### src/rtl/fft_spectrum_writer.sv
// ---------------------------------------------------------------------------
// fft_spectrum_writer
//   Turns a streamed complex FFT frame into magnitude-squared bins and writes
//   them into one half of a ping-pong spectrum RAM. A finished frame is
//   published to the display side by flipping rd_bank, unless the display
//   still holds an unacknowledged frame. In that case the new frame is
//   dropped and counted, and its bank is overwritten by the next frame.
//
// Ports
//   fft_clk        single clock, rising edge
//   rst_n          synchronous active-low reset
//   fft_data_in    {re[15:0], im[15:0]}, both signed
//   fft_data_valid fft_data_in valid this cycle
//   fft_data_last  final sample of a frame (qualified by fft_data_valid)
//   frame_ack      display-side pulse releasing the published bank
//   wr_addr        {bank, bin[7:0]} RAM write address
//   wr_data        unsigned magnitude-squared, clamped to SAT_MAX
//   wr_en          RAM write strobe
//   rd_bank        bank owned by the display side
//   frame_ready    rd_bank holds a complete, unacknowledged frame
//   frame_len      number of bins in the published frame
//   overflow_cnt   completed frames dropped, saturating at 255
// ---------------------------------------------------------------------------
module fft_spectrum_writer #(
    parameter int unsigned N_BINS  = 256,
    parameter logic [31:0] SAT_MAX = 32'hFFFF_FFFF
) (
    input  logic        fft_clk,
    input  logic        rst_n,
    input  logic [31:0] fft_data_in,
    input  logic        fft_data_valid,
    input  logic        fft_data_last,
    input  logic        frame_ack,
    output logic [8:0]  wr_addr,
    output logic [31:0] wr_data,
    output logic        wr_en,
    output logic        rd_bank,
    output logic        frame_ready,
    output logic [8:0]  frame_len,
    output logic [7:0]  overflow_cnt
);

    localparam int unsigned CNT_W       = 9;
    localparam logic [CNT_W-1:0] LAST_BIN = CNT_W'(N_BINS - 1);
    localparam logic [32:0] SAT_MAX_EXT = {1'b0, SAT_MAX};

    typedef enum logic [2:0] {
        IDLE,
        CAPTURE,
        SKIP,
        DRAIN,
        PUBLISH
    } state_t;

    state_t            state;
    logic [CNT_W-1:0]  bin_idx;     // samples accepted so far in this frame
    logic              drain_cnt;

    // Stage-1 pipeline registers
    logic              s1_valid;
    logic [8:0]        s1_addr;
    logic [31:0]       s1_re2;
    logic [31:0]       s1_im2;

    logic signed [15:0] re_c;
    logic signed [15:0] im_c;
    logic signed [31:0] re_sq_c;
    logic signed [31:0] im_sq_c;
    logic [32:0]        sum_c;
    logic               accept_c;

    assign re_c = fft_data_in[31:16];
    assign im_c = fft_data_in[15:0];

    // Squares are never negative and (-32768)^2 = 2^30 fits, so the signed
    // 32-bit product can be reinterpreted as unsigned without loss.
    assign re_sq_c = 32'(re_c) * 32'(re_c);
    assign im_sq_c = 32'(im_c) * 32'(im_c);

    // One extra bit so the worst case 2^31 + carry never wraps.
    assign sum_c = 33'(s1_re2) + 33'(s1_im2);

    // Only IDLE and CAPTURE produce writes; SKIP/DRAIN/PUBLISH drop samples.
    assign accept_c = fft_data_valid && ((state == IDLE) || (state == CAPTURE));

    // Two-stage magnitude pipeline: square, then add and clamp.
    always_ff @(posedge fft_clk) begin
        if (!rst_n) begin
            s1_valid <= 1'b0;
            s1_addr  <= '0;
            s1_re2   <= '0;
            s1_im2   <= '0;
            wr_en    <= 1'b0;
            wr_addr  <= '0;
            wr_data  <= '0;
        end else begin
            s1_valid <= accept_c;
            if (accept_c) begin
                // Write bank is the one the display is not reading.
                s1_addr <= {~rd_bank, bin_idx[7:0]};
                s1_re2  <= $unsigned(re_sq_c);
                s1_im2  <= $unsigned(im_sq_c);
            end
            wr_en <= s1_valid;
            if (s1_valid) begin
                wr_addr <= s1_addr;
                wr_data <= (sum_c > SAT_MAX_EXT) ? SAT_MAX : sum_c[31:0];
            end
        end
    end

    // Frame sequencing and bank handoff.
    always_ff @(posedge fft_clk) begin
        if (!rst_n) begin
            state        <= IDLE;
            bin_idx      <= '0;
            drain_cnt    <= 1'b0;
            rd_bank      <= 1'b0;
            frame_ready  <= 1'b0;
            frame_len    <= '0;
            overflow_cnt <= '0;
        end else begin
            // Ack releases the current frame; a same-cycle publish below
            // overrides this with the new frame.
            if (frame_ack && frame_ready) begin
                frame_ready <= 1'b0;
            end

            case (state)
                IDLE: begin
                    if (fft_data_valid) begin
                        bin_idx <= CNT_W'(1);
                        if (fft_data_last) begin
                            state     <= DRAIN;
                            drain_cnt <= 1'b0;
                        end else if (LAST_BIN == '0) begin
                            state <= SKIP;
                        end else begin
                            state <= CAPTURE;
                        end
                    end
                end

                CAPTURE: begin
                    if (fft_data_valid) begin
                        bin_idx <= bin_idx + CNT_W'(1);
                        if (fft_data_last) begin
                            state     <= DRAIN;
                            drain_cnt <= 1'b0;
                        end else if (bin_idx == LAST_BIN) begin
                            state <= SKIP;
                        end
                    end
                end

                // Frame already full; wait for the producer's last marker.
                SKIP: begin
                    if (fft_data_valid && fft_data_last) begin
                        state     <= DRAIN;
                        drain_cnt <= 1'b0;
                    end
                end

                // Two cycles let the last sample leave the pipeline.
                DRAIN: begin
                    if (drain_cnt) begin
                        state <= PUBLISH;
                    end else begin
                        drain_cnt <= 1'b1;
                    end
                end

                PUBLISH: begin
                    state   <= IDLE;
                    bin_idx <= '0;
                    if (!frame_ready || frame_ack) begin
                        rd_bank     <= ~rd_bank;
                        frame_ready <= 1'b1;
                        frame_len   <= bin_idx;
                    end else if (overflow_cnt != 8'hFF) begin
                        overflow_cnt <= overflow_cnt + 8'd1;
                    end
                end

                default: begin
                    state <= IDLE;
                end
            endcase
        end
    end

endmodule

### config.mk
export PLATFORM = sky130hd
export DESIGN_NAME = fft_spectrum_writer
export DESIGN_NICKNAME = d
export VERILOG_FILES = /design/src/rtl/fft_spectrum_writer.sv
export SDC_FILE = /design/constraint.sdc
export NUM_CORES = 1
export LEC_CHECK = 0
export CAP_MARGIN = 10
export CORE_ASPECT_RATIO = 1.4
export CORE_UTILIZATION = 27
export DETAILED_ROUTE_END_ITERATION = 16
export PLACE_DENSITY = 0.38
export REMOVE_ABC_BUFFERS = 1
export SYNTH_ARGS = -nofsm -noshare
export SYNTH_HDL_FRONTEND = slang
export SYNTH_SLANG_ARGS = --single-unit
### constraint.sdc
create_clock -name fft_clk -period 17 [get_ports fft_clk]
set_input_delay 1.7 -clock fft_clk [delete_from_list [all_inputs] [get_ports fft_clk]]
set_output_delay 1.7 -clock fft_clk [all_outputs]
set_load 0.02 [all_outputs]
# == Word-level counts from Yosys, hierarchy flattened ==
# Cells that the tools add are included.
# op_classes
eq_ne,13
mul,2
n_lt_le_gt_ge,1
n_mux,19
reduce_logical,15
add_sub_neg,3
n_bitwise,2
# op_table
op,count
multiplier 16 x 16 -> 32 bit,2
adder 32 x 32 -> 33 bit,1
greater-than comparator 33 x 32 -> 1 bit (second input constant),1
2-to-1 mux 32 bit,1
case mux 9 bit (3 select lines),1
2-to-1 mux 3 bit,6
2-to-1 mux 9 bit,2
case mux 3 bit (4 select lines),1
adder 9 x 1 -> 9 bit (second input constant),1
equality test 9 x 8 -> 1 bit (second input constant),1
adder 8 x 1 -> 8 bit (second input constant),1
!= test 2 bit (second input constant),4
!= test 8 bit (second input constant),1
equality test 3 x 2 -> 1 bit (second input constant),2
2-to-1 mux 1 bit,6
AND reduction 3 bit,2
nonzero test 3 bit,2
AND reduction 5 bit,1
!= test 2 x 1 -> 1 bit (second input constant),2
AND reduction 4 bit,1
equality test 3 x 1 -> 1 bit (second input constant),1
equality test 3 bit (second input constant),1
logical AND 1 bit,3
zero test 3 bit,1
8 further kinds,10
# totals
register_bits,148
output_inout_bits,61
input_bits,37
elab_cells,69

# == Depth between registers and ports, before layout ==
# Gate-level depths: netlist of the first run.
# depth
depth_word,5
ltp_mapped,25
ltp_nobuf,23

# == Worst setup path before layout of the first run ==
# OpenSTA, ideal clock, no wires.
# synth_path
path_type,in2reg
startpoint,in fft_data_in[31]
endpoint,reg s1_re2[29]
arrival_time_ns,7.559
path_slack_ns,9.379
required_time_ns,16.938
stages,20
setup_time_ns,0.062
path_buffers,2
path_cell_list,inv_1 clkbuf_1 nor2_1 fa_1 fa_1 inv_1 fa_1 fa_1 inv_1 fa_1 fa_1 ha_1 clkbuf_1 nand2_1 nor3_1 or4b_1 o2111ai_1 o211ai_1 or4_1 nand3_1
# synth_via
elab_chain_cells,1
# synth_rtl
element,line,text
"start, declared",30,"input logic [31:0] fft_data_in,"
multiplier 16 x 16 -> 32 bit,77,assign re_sq_c = 32'(re_c) * 32'(re_c);
"end signal, assigned",101,s1_re2 <= $unsigned(re_sq_c);
"end, declared",62,logic [31:0] s1_re2;
# Every way passes these cells.
# A chain may end at the register's enable or synchronous reset.

# == Worst setup path after layout of the first run ==
# layout_path
startpoint,in fft_data_in[19]
endpoint,reg s1_re2[29]
# The elaborated chain is that of the path after synthesis.

==> results of run 1 <==
-- kinds of logic (layout without fill, tap and decap cells) --
family | count (synthesis) | after routing | share of synthesized area [%]
AOI/OAI and AO/OA | 390 | 390 | 10.4
xor gates and xnor gates | 115 | 115 | 4.10
adders and majority gates | 685 | 685 | 49.2
buffers and inverters | 740 | 796 | 11.4
DFF | 146 | 146 | 11.9
muxes | 25 | 25 | 1.02
other | 0 | 1 | 0
and+or+nand+nor | 645 | 645 | 11.9
-- tightest hold or removal path: stages, from the launching register on --
cell	delay, ps
dfxtp_1	310
nand2_1	50
a21oi_1	50
-- layout by cell type, fill, tap and decap left out, types with 8 or more instances in the layout --
cell,Yosys,routed
nand3_1,34,34
nand2b_1,14,14
a21o_1,36,35
clkbuf_16,0,17
nor2_1,149,149
nand2_1,284,283
a211oi_1,19,19
fa_1,467,467
or3_1,12,12
xor2_1,44,44
nand4_1,19,19
xnor2_1,71,71
ha_1,218,218
a31o_2,11,11
o21a_1,10,10
dfxtp_1,146,145
o21ai_0,83,83
a21oi_4,10,10
nor3_1,24,23
and3_1,8,8
a21oi_2,12,12
clkdlybuf4s50_1,0,96
and2_1,72,72
buf_4,0,17
inv_1,647,646
o211ai_1,15,15
a31oi_1,10,10
a21oi_1,135,135
mux2i_1,25,25
-- worst min-delay path by stage --
| stage | from | endpoint | slack, ps | cells past startpoint |
|---|---|---|---|---|
| floorplan | s1_im2[24] | s1_im2[24] | 430 | 2 |
| global placement | s1_addr[1] | s1_addr[1] | 440 | 2 |
| detailed placement | s1_addr[1] | s1_addr[1] | 450 | 2 |
| CTS | s1_addr[7] | s1_addr[7] | 460 | 2 |
| global route | s1_im2[9] | s1_im2[9] | 480 | 2 |
| finish | s1_addr[1] | s1_addr[1] | 460 | 2 |
-- cell type report --
class                           count  share of cell area [%]
Antenna cell                        1                 0.00915
Clock buffer                       17                    1.56
Multi-Input combinational cell   1860                    68.8
Sequential cell                   146                    10.7
Timing Repair Buffer              114                    4.00
Inverter                          650                    8.92
Clock inverter                     15                   0.590
Tap cell                         1188                    5.43
-- per-stage QoR --
stage                     hold slack [ps]  instance area [sq um]  std cells  util, %
final                                 456                  27400       3991     30.4
after global routing                  485                  27400       3990     30.4
after CTS                             459                  27400       3990     30.4
after detailed placement              450                  26800       3958     29.8
after global placement                445                  26800       3958     29.8
after floorplan                       429                  24200       2656        -
-- metal layers --
layer  share of wire [%]  vias to the layer above  track usage (%)
met2                  56                      244             29.5
met5                   0                        -                0
met3                 2.4                       58             1.45
met1                  40                     9194             16.6
met4                 2.0                        0             3.87
li1                    -                     8566                -
-- state kept, by name, indices dropped and copies added (netlist names) --
name and flops:
s1_re2 31, bin_idx 9, s1_valid 1, drain_cnt 1, wr_en 1, frame_len 9, frame_ready 1, rd_bank 1
wr_data 32, wr_addr 9, s1_addr 9, state 3, s1_im2 31, overflow_cnt 8
==> qor.csv, run 1 <==
stage,metric,value,unit
floorplanning,DIE HEIGHT,359,um
timing,Clock Skews,19.9,ps
setup_path,Crit Reg-Reg Endpoint,wr_data[3],
yosys,ranking of synthesized cells by area,"fa_1, dfxtp_1, ha_1",
route,Final ANT Viol Nets,0,
timing,Final Critical Period,8660,ps
global_routing,largest net degree at the start of global routing,85,
run_status,outcome,finished clean,
global_routing,vias in the first global route,20322,
timing,RSZ-0062 raised after global routing,false,
place,detailed placer's ending HPWL,54200,um
clock_network,CTS Hold Bufs,0,
setup_path,"CP delay by family, top",adder cells,
clock_network,Post-CTS Resized,0,
floorplanning,die width,257,um
setup_path,Worst setup endpoint,s1_re2[29],
setup_path,crit-path max cell delay,810,ps
clock_network,CTS tree,yes,
timing,maximum clock frequency,0.115,GHz
finish,Area Overhead vs Synth,11.5,%
place,GPL Wtd Cong,0.827,
yosys,Yosys top cell by area,fa_1,
setup_path,critical path class,in -> reg,
setup_path,CP bufs+invs,4,
timing,Rel. slew slack,28.6,%
route,DRT Wirelength,65500,um
min_path,HP Class,reg -> reg,
timing,post-route worst setup slack,8340,ps
clock_network,CTS Buffer Depth,2,
global_routing,initial antenna violation count,1,
timing,Fin. Hold Viols,0,
clock_network,setup bufs post-CTS,0,
job,max_cap viols,0,
route,1st-iter DRT viols,710,
route,Pre-Repair DR Iteration Count,5,
route,# DRC,0,
floorplanning,Initial Utilization,27.3,%
clock_network,worst-skew pair later-pin latency,470,ps
global_routing,GRT overflow,0,
route,via count,18062,
setup_path,RR Startpoint,s1_im2[11],
clock_network,TritonCTS buffer count,17,
timing,total negative slack,0,ps
yosys,syn avg cell area,8.94,sq um
global_routing,All-Layer GR Usage,14.8,%
clock_network,H-tree lvl count,4,
setup_path,Stages on worst setup path,19,
setup_path,WP data arrival,9060,ps
yosys,most frequent cell after synthesis,inv_1,
finish,share of cells above drive strength 1,3.64,%
setup_path,R2R cell count,9,
place,Placement Setup Slack,7860,ps
timing,worst-margin pin slew,1070,ps
setup_path,CP Launch Type,primary input,
floorplanning,num rows,130,
finish,area occupied by multi-input gates,0.0188,sq mm
setup_path,CP dominant cell by count,fa_1,
yosys,Seq cells post-synth,146,
yosys,mapped cell area,0.0245,sq mm
setup_path,register-to-register path setup slack,13590,ps
yosys,"Async S/R FF share, synth",0,%
timing,Final setup viols,0,
clock_network,"Reg clk slew, reported paths",70,ps
place,Buffers on Ports,97,
finish,# nets final,3511,
finish,storage element area,0.00292,sq mm
floorplanning,IO Count,98,
yosys,Synthesis Warnings,0,
yosys,sequential share of the synthesized area,11.9,%
clock_network,Sink Count,146,
setup_path,"critical path, cell by cell",clkdlybuf4s50_1 > clkinv_1 > nor2_1 > fa_1 > fa_1 > inv_1 > fa_1 > fa_1 > inv_1 > fa_1 > fa_1 > ha_1 > nand2_1 > nor3_1 > or4b_1 > o2111ai_1 > o211ai_1 > or4_1 > nand3_1,
yosys,most frequent cells after synthesis,"inv_1, fa_1, nand2_1",
route,Vias/cell,4.53,
setup_path,Max Fanout on Critical Path,12,
clock_network,clock root buffer,clkbuf_16,
route,DR WL/cell,16.4,um
floorplanning,Core ar.,0.0899,sq mm
yosys,ys flop type,dfxtp_1,
setup_path,Setup crit start,fft_data_in[19],
yosys,area share of the leading cell type in the synthesized netlist,38.1,%
floorplanning,Die ar.,0.0921,sq mm
yosys,post-synthesis cell type count,65,
setup_path,"Slowest-stage cell, CP",clkdlybuf4s50_1,
yosys,number of synthesized flops with an enable pin,0,
setup_path,CP endpoint kind,flip-flop,
finish,Fill cells,9501,
global_routing,first-pass GRT wire length,107000,um
setup_path,WP data required,17400,ps
yosys,Cells after Synth,2746,
timing,Final Cycle Share,50.9,%
timing,Final Max Slew Viols,0,
Power of run 1 is not shown: default switching activity piles up to over one toggle a cycle in this logic, so the estimate is an artifact.
==> run 2: changes to the inputs <==
--- a/config.mk
+++ b/config.mk
@@ -9,7 +9,7 @@
 export CORE_ASPECT_RATIO = 1.4
 export CORE_UTILIZATION = 27
 export DETAILED_ROUTE_END_ITERATION = 16
-export PLACE_DENSITY = 0.38
+export PLACE_DENSITY = 0.39
 export REMOVE_ABC_BUFFERS = 1
 export SYNTH_ARGS = -nofsm -noshare
 export SYNTH_HDL_FRONTEND = slang
==> constraint.sdc (replaced) <==
create_clock -name fft_clk -period 7.5 [get_ports fft_clk]
set_input_delay 0.75 -clock fft_clk [delete_from_list [all_inputs] [get_ports fft_clk]]
set_output_delay 0.75 -clock fft_clk [all_outputs]
set_load 0.02 [all_outputs]
==> run 2 against run 1 <==
  * Clock skew shrank 3.4 ps
  * Global-route usage about the same
  * Largest cell class unchanged
  * Setup slack worse by 7800 ps
  * Register-to-register slack got worse by 9600 ps
  * Final area rose by 2.1%
  * Sequential share of layout area is 0.22 points lower
  * Critical path depth rose by 3
  * First-iteration DRC count shrank 0.56%
  * Non-clock buffer count is 70 higher
  * Via count rose by 0.60%
  * Die area unchanged
  * Worst hold slack better by 1.8 ps
==> qor.csv, run 2 (same netlist as run 1, synthesis figures left out) <==
stage,metric,value,unit
global_routing,first-pass GRT wire length,107000,um
route,Final ANT Viol Nets,0,
clock_network,CTS tree,yes,
floorplanning,Core ar.,0.0899,sq mm
route,via count,18171,
place,GPL Wtd Cong,0.832,
timing,RSZ-0062 raised after global routing,false,
min_path,HP Class,reg -> reg,
setup_path,register-to-register path setup slack,4040,ps
floorplanning,Die ar.,0.0921,sq mm
finish,share of cells above drive strength 1,5.99,%
global_routing,vias in the first global route,20497,
finish,# nets final,3581,
global_routing,GRT overflow,0,
finish,largest register by flop count,wr_data,
min_path,Hold Path Stages,2,
job,max_cap viols,0,
finish,Antenna diodes,0,
timing,Final Cycle Share,92.6,%
setup_path,Setup crit start,fft_data_in[19],
finish,"most common cell after layout, fill and taps aside",inv_1,
clock_network,clock root buffer,clkbuf_16,
place,Buffers on Ports,97,
min_path,hold path startpoint,s1_addr[4],
route,# DRC,0,
clock_network,CTS Buffer Depth,2,
setup_path,CP Launch Type,primary input,
global_routing,initial antenna violation count,1,
global_routing,All-Layer GR Usage,14.8,%
clock_network,worst-skew pair later-pin latency,460,ps
setup_path,Crit Reg-Reg Endpoint,wr_data[6],
clock_network,setup bufs post-CTS,0,
timing,worst-margin pin slew,1120,ps
timing,Final setup viols,0,
timing,Rel. slew slack,25.2,%
finish,fin util,31.0,%
setup_path,WP data required,7810,ps
setup_path,critical path class,in -> reg,
route,DRT Wirelength,64500,um
floorplanning,num rows,130,
finish,most frequent cells in the layout,"inv_1, fa_1, nand2_1, ha_1, nor2_1",
finish,Area Overhead vs Synth,13.8,%
timing,total negative slack,0,ps
timing,Fin. Hold Viols,0,
route,Pre-Repair DR Iteration Count,5,
place,detailed placer's ending HPWL,55600,um
route,1st-iter DRT viols,706,
finish,Fill cells,9563,
clock_network,CTS Hold Bufs,0,
floorplanning,Initial Utilization,27.3,%
timing,Final Critical Period,6940,ps
finish,biggest regs,"wr_data (32), s1_im2 (31), s1_re2 (31)",
setup_path,RR Startpoint,s1_re2[3],
global_routing,busiest grt layer,met2,
finish,max reg flops,32,
timing,maximum clock frequency,0.144,GHz
global_routing,global-route met1 utilization,17.2,%
floorplanning,DIE HEIGHT,359,um
route,DR WL/cell,15.9,um
clock_network,H-tree lvl count,4,
clock_network,Sink Count,146,
timing,Clock Skews,16.5,ps
min_path,sink of the worst hold path,s1_addr[4],
floorplanning,die width,257,um
global_routing,M2 GR Usage,29.0,%
global_routing,met3 usage,1.61,%
setup_path,WP data arrival,7250,ps
clock_network,TritonCTS buffer count,17,
setup_path,Max Fanout on Critical Path,8,
place,placed cells,4028,
route,Vias/cell,4.48,
clock_network,Post-CTS Resized,0,
finish,final cell count without fillers,4060,
global_routing,largest net degree at the start of global routing,58,
clock_network,"Reg clk slew, reported paths",70,ps
timing,Final Max Slew Viols,0,
setup_path,R2R cell count,9,
run_status,outcome,finished clean,
setup_path,CP endpoint kind,flip-flop,
floorplanning,IO Count,98,
-- run 2: worst max-delay path: stages --
cell and delay [ps]:
clkdlybuf4s50_1 650, clkinv_1 190, nor2_1 270, fa_1 470, inv_1 100, fa_1 410, fa_1 420, fa_1 490
inv_1 50, fa_1 530, inv_1 50, fa_1 480, inv_1 40, ha_1 380, nand2_1 70, o21ai_0 350
a21oi_2 100, nor4_1 460, and4bb_1 310, o41ai_1 450, xnor2_1 160, o21ai_1 70
-- run 2: worst max path at each step --
| stage | endpoint | slack [ps] |
|---|---|---|
| 2_1_floorplan | s1_re2[29] | 1080 |
| 5_1_grt | s1_re2[30] | 70 |
| 4_1_cts | s1_re2[30] | 600 |
| 3_3_place_gp | s1_im2[31] | 170 |
| 6_report | s1_re2[30] | 560 |
| 3_5_place_dp | s1_re2[30] | 140 |
-- run 2: cell type report --
| cell class | instances | area (sq um) | area share (%) |
|---|---|---|---|
| Clock inverter | 15 | 190 | 0.681 |
| Timing Repair Buffer | 184 | 1630 | 5.84 |
| Inverter | 650 | 2440 | 8.74 |
| Tap cell | 1188 | 1490 | 5.32 |
| Clock buffer | 17 | 425 | 1.52 |
| Sequential cell | 146 | 2920 | 10.5 |
| Multi-Input combinational cell | 1860 | 18800 | 67.4 |
-- run 2: layer usage --
metal,part of all wire (%),vias to the layer above
met5,0,-
li1,-,8703
met1,41,9187
met4,1.5,0
met2,55,230
met3,2.6,51
-- run 2: per-stage QoR --
step / area (sq um) / setup slack [ps] / hold WS (ps)
6_report: 27900 / 557 / 458
5_1_grt: 27900 / 68.4 / 478
4_1_cts: 27900 / 603 / 461
3_5_place_dp: 27300 / 140 / 450
3_3_place_gp: 27300 / 165 / 444
2_1_floorplan: 24200 / 1080 / 429
Power of run 2 is left out for the same reason.
==> run 3: changes to the inputs <==
--- a/config.mk
+++ b/config.mk
@@ -7,9 +7,9 @@
 export LEC_CHECK = 0
 export CAP_MARGIN = 10
 export CORE_ASPECT_RATIO = 1.4
-export CORE_UTILIZATION = 27
+export CORE_UTILIZATION = 40
 export DETAILED_ROUTE_END_ITERATION = 16
-export PLACE_DENSITY = 0.39
+export PLACE_DENSITY = 0.54
 export REMOVE_ABC_BUFFERS = 1
 export SYNTH_ARGS = -nofsm -noshare
 export SYNTH_HDL_FRONTEND = slang
==> run 3 against run 2 <==
  * Register-to-register slack better by 40 ps
  * Die area is 32% lower
  * Via count is 0.88% higher
  * Cell count is 9.4% lower
  * Final area is 2.2% lower
  * Count of clock-buffer cells in the layout stayed put
==> qor.csv, run 3 (same netlist as run 1, synthesis figures left out) <==
stage,metric,value,unit
finish,final cell count without fillers,3678,
clock_network,TritonCTS buffer count,17,
route,DRT Wirelength,58400,um
timing,Fin. Hold Viols,0,
global_routing,largest net degree at the start of global routing,85,
timing,RSZ-0062 raised after global routing,false,
setup_path,CP endpoint kind,flip-flop,
clock_network,CTS tree,yes,
global_routing,All-Layer GR Usage,20.0,%
setup_path,Max Fanout on Critical Path,7,
clock_network,clock root buffer,clkbuf_16,
floorplanning,Core ar.,0.0608,sq mm
route,DR WL/cell,15.9,um
place,placed cells,3647,
finish,share of cells above drive strength 1,5.59,%
global_routing,first-pass GRT wire length,99400,um
timing,Rel. slew slack,31.1,%
clock_network,setup bufs post-CTS,0,
global_routing,vias in the first global route,20285,
setup_path,critical path class,in -> reg,
place,dpl cell area,0.0268,sq mm
global_routing,GRT overflow,0,
clock_network,"Reg clk slew, reported paths",60,ps
finish,"most common cell after layout, fill and taps aside",inv_1,
clock_network,H-tree lvl count,4,
floorplanning,IO Count,98,
timing,total negative slack,0,ps
floorplanning,DIE HEIGHT,295,um
route,Vias/cell,4.98,
clock_network,CTS Buffer Depth,2,
finish,# nets final,3571,
setup_path,register-to-register path setup slack,4080,ps
finish,max reg flops,32,
floorplanning,num rows,107,
timing,worst-margin pin slew,1030,ps
min_path,HP Class,reg -> reg,
global_routing,initial antenna violation count,0,
floorplanning,die width,211,um
job,max_cap viols,0,
finish,Area Overhead vs Synth,11.3,%
finish,biggest regs,"wr_data (32), s1_im2 (31), s1_re2 (31)",
timing,Final Cycle Share,93.7,%
finish,largest register by flop count,wr_data,
timing,maximum clock frequency,0.142,GHz
clock_network,CTS Hold Bufs,0,
timing,Clock Skews,15.0,ps
route,1st-iter DRT viols,843,
route,via count,18331,
clock_network,worst-skew pair later-pin latency,430,ps
finish,most frequent cells in the layout,"inv_1, fa_1, nand2_1, ha_1, nor2_1",
floorplanning,Die ar.,0.0624,sq mm
run_status,outcome,finished clean,
place,GPL Wtd Cong,0.855,
setup_path,WP data arrival,7310,ps
clock_network,Post-CTS Resized,0,
timing,Final Critical Period,7030,ps
finish,fin util,44.9,%
timing,Final Max Slew Viols,0,
place,Buffers on Ports,97,
setup_path,CP Launch Type,primary input,
route,# DRC,0,
setup_path,WP data required,7780,ps
finish,post-route cell area,0.0273,sq mm
finish,Antenna diodes,0,
clock_network,Sink Count,146,
route,Pre-Repair DR Iteration Count,5,
place,detailed placer's ending HPWL,49800,um
floorplanning,Initial Utilization,40.4,%
timing,Final setup viols,0,
route,Final ANT Viol Nets,0,
[run 3: metal layers]
| layer | share of wire, % | global-route usage [%] |
|---|---|---|
| met5 | 0 | 0 |
| met2 | 55 | 38.4 |
| met1 | 41 | 24.1 |
| met3 | 2.4 | 1.75 |
| met4 | 1.6 | 3.59 |
[run 3: metrics by stage]
stage | setup WS [ps] | hold slack (ps)
final | 470 | 459
after global routing | 151 | 483
after CTS | 506 | 459
after detailed placement | 68.6 | 451
after global placement | 140 | 445
after floorplan | 1080 | 429
[run 3: worst max-delay path, stage by stage]
cell and delay (ps):
clkdlybuf4s50_1 600, inv_1 290, nor2_1 110, fa_1 500, inv_1 60, fa_1 450, fa_1 540, inv_1 50
fa_1 490, fa_1 490, inv_1 50, fa_1 470, inv_1 40, ha_1 370, nand4_1 120, a211oi_1 270
a21oi_2 130, nor4_1 440, and4bb_1 300, o41ai_1 490, xnor2_1 190, o21ai_1 80
[run 3: final cells by class]
cell class                      instances  area [sq um]
Clock inverter                         14           143
Sequential cell                       146          2920
Clock buffer                           17           425
Multi-Input combinational cell       1860         18800
Tap cell                              817          1020
Fill cell                            6116         33500
Inverter                              650          2440
Timing Repair Buffer                  174          1540
[run 3: final timing paths]
| check | start | endpoint | cells past startpoint |
|---|---|---|---|
| worst min-delay path | s1_addr[3] | s1_addr[3] | 2 |
| worst max-delay path | fft_data_in[24] | s1_re2[30] | 22 |
| worst max register to register | s1_re2[3] | wr_data[5] | 9 |
| worst min register to register | s1_addr[3] | s1_addr[3] | 2 |
Power of run 3 is left out for the same reason.
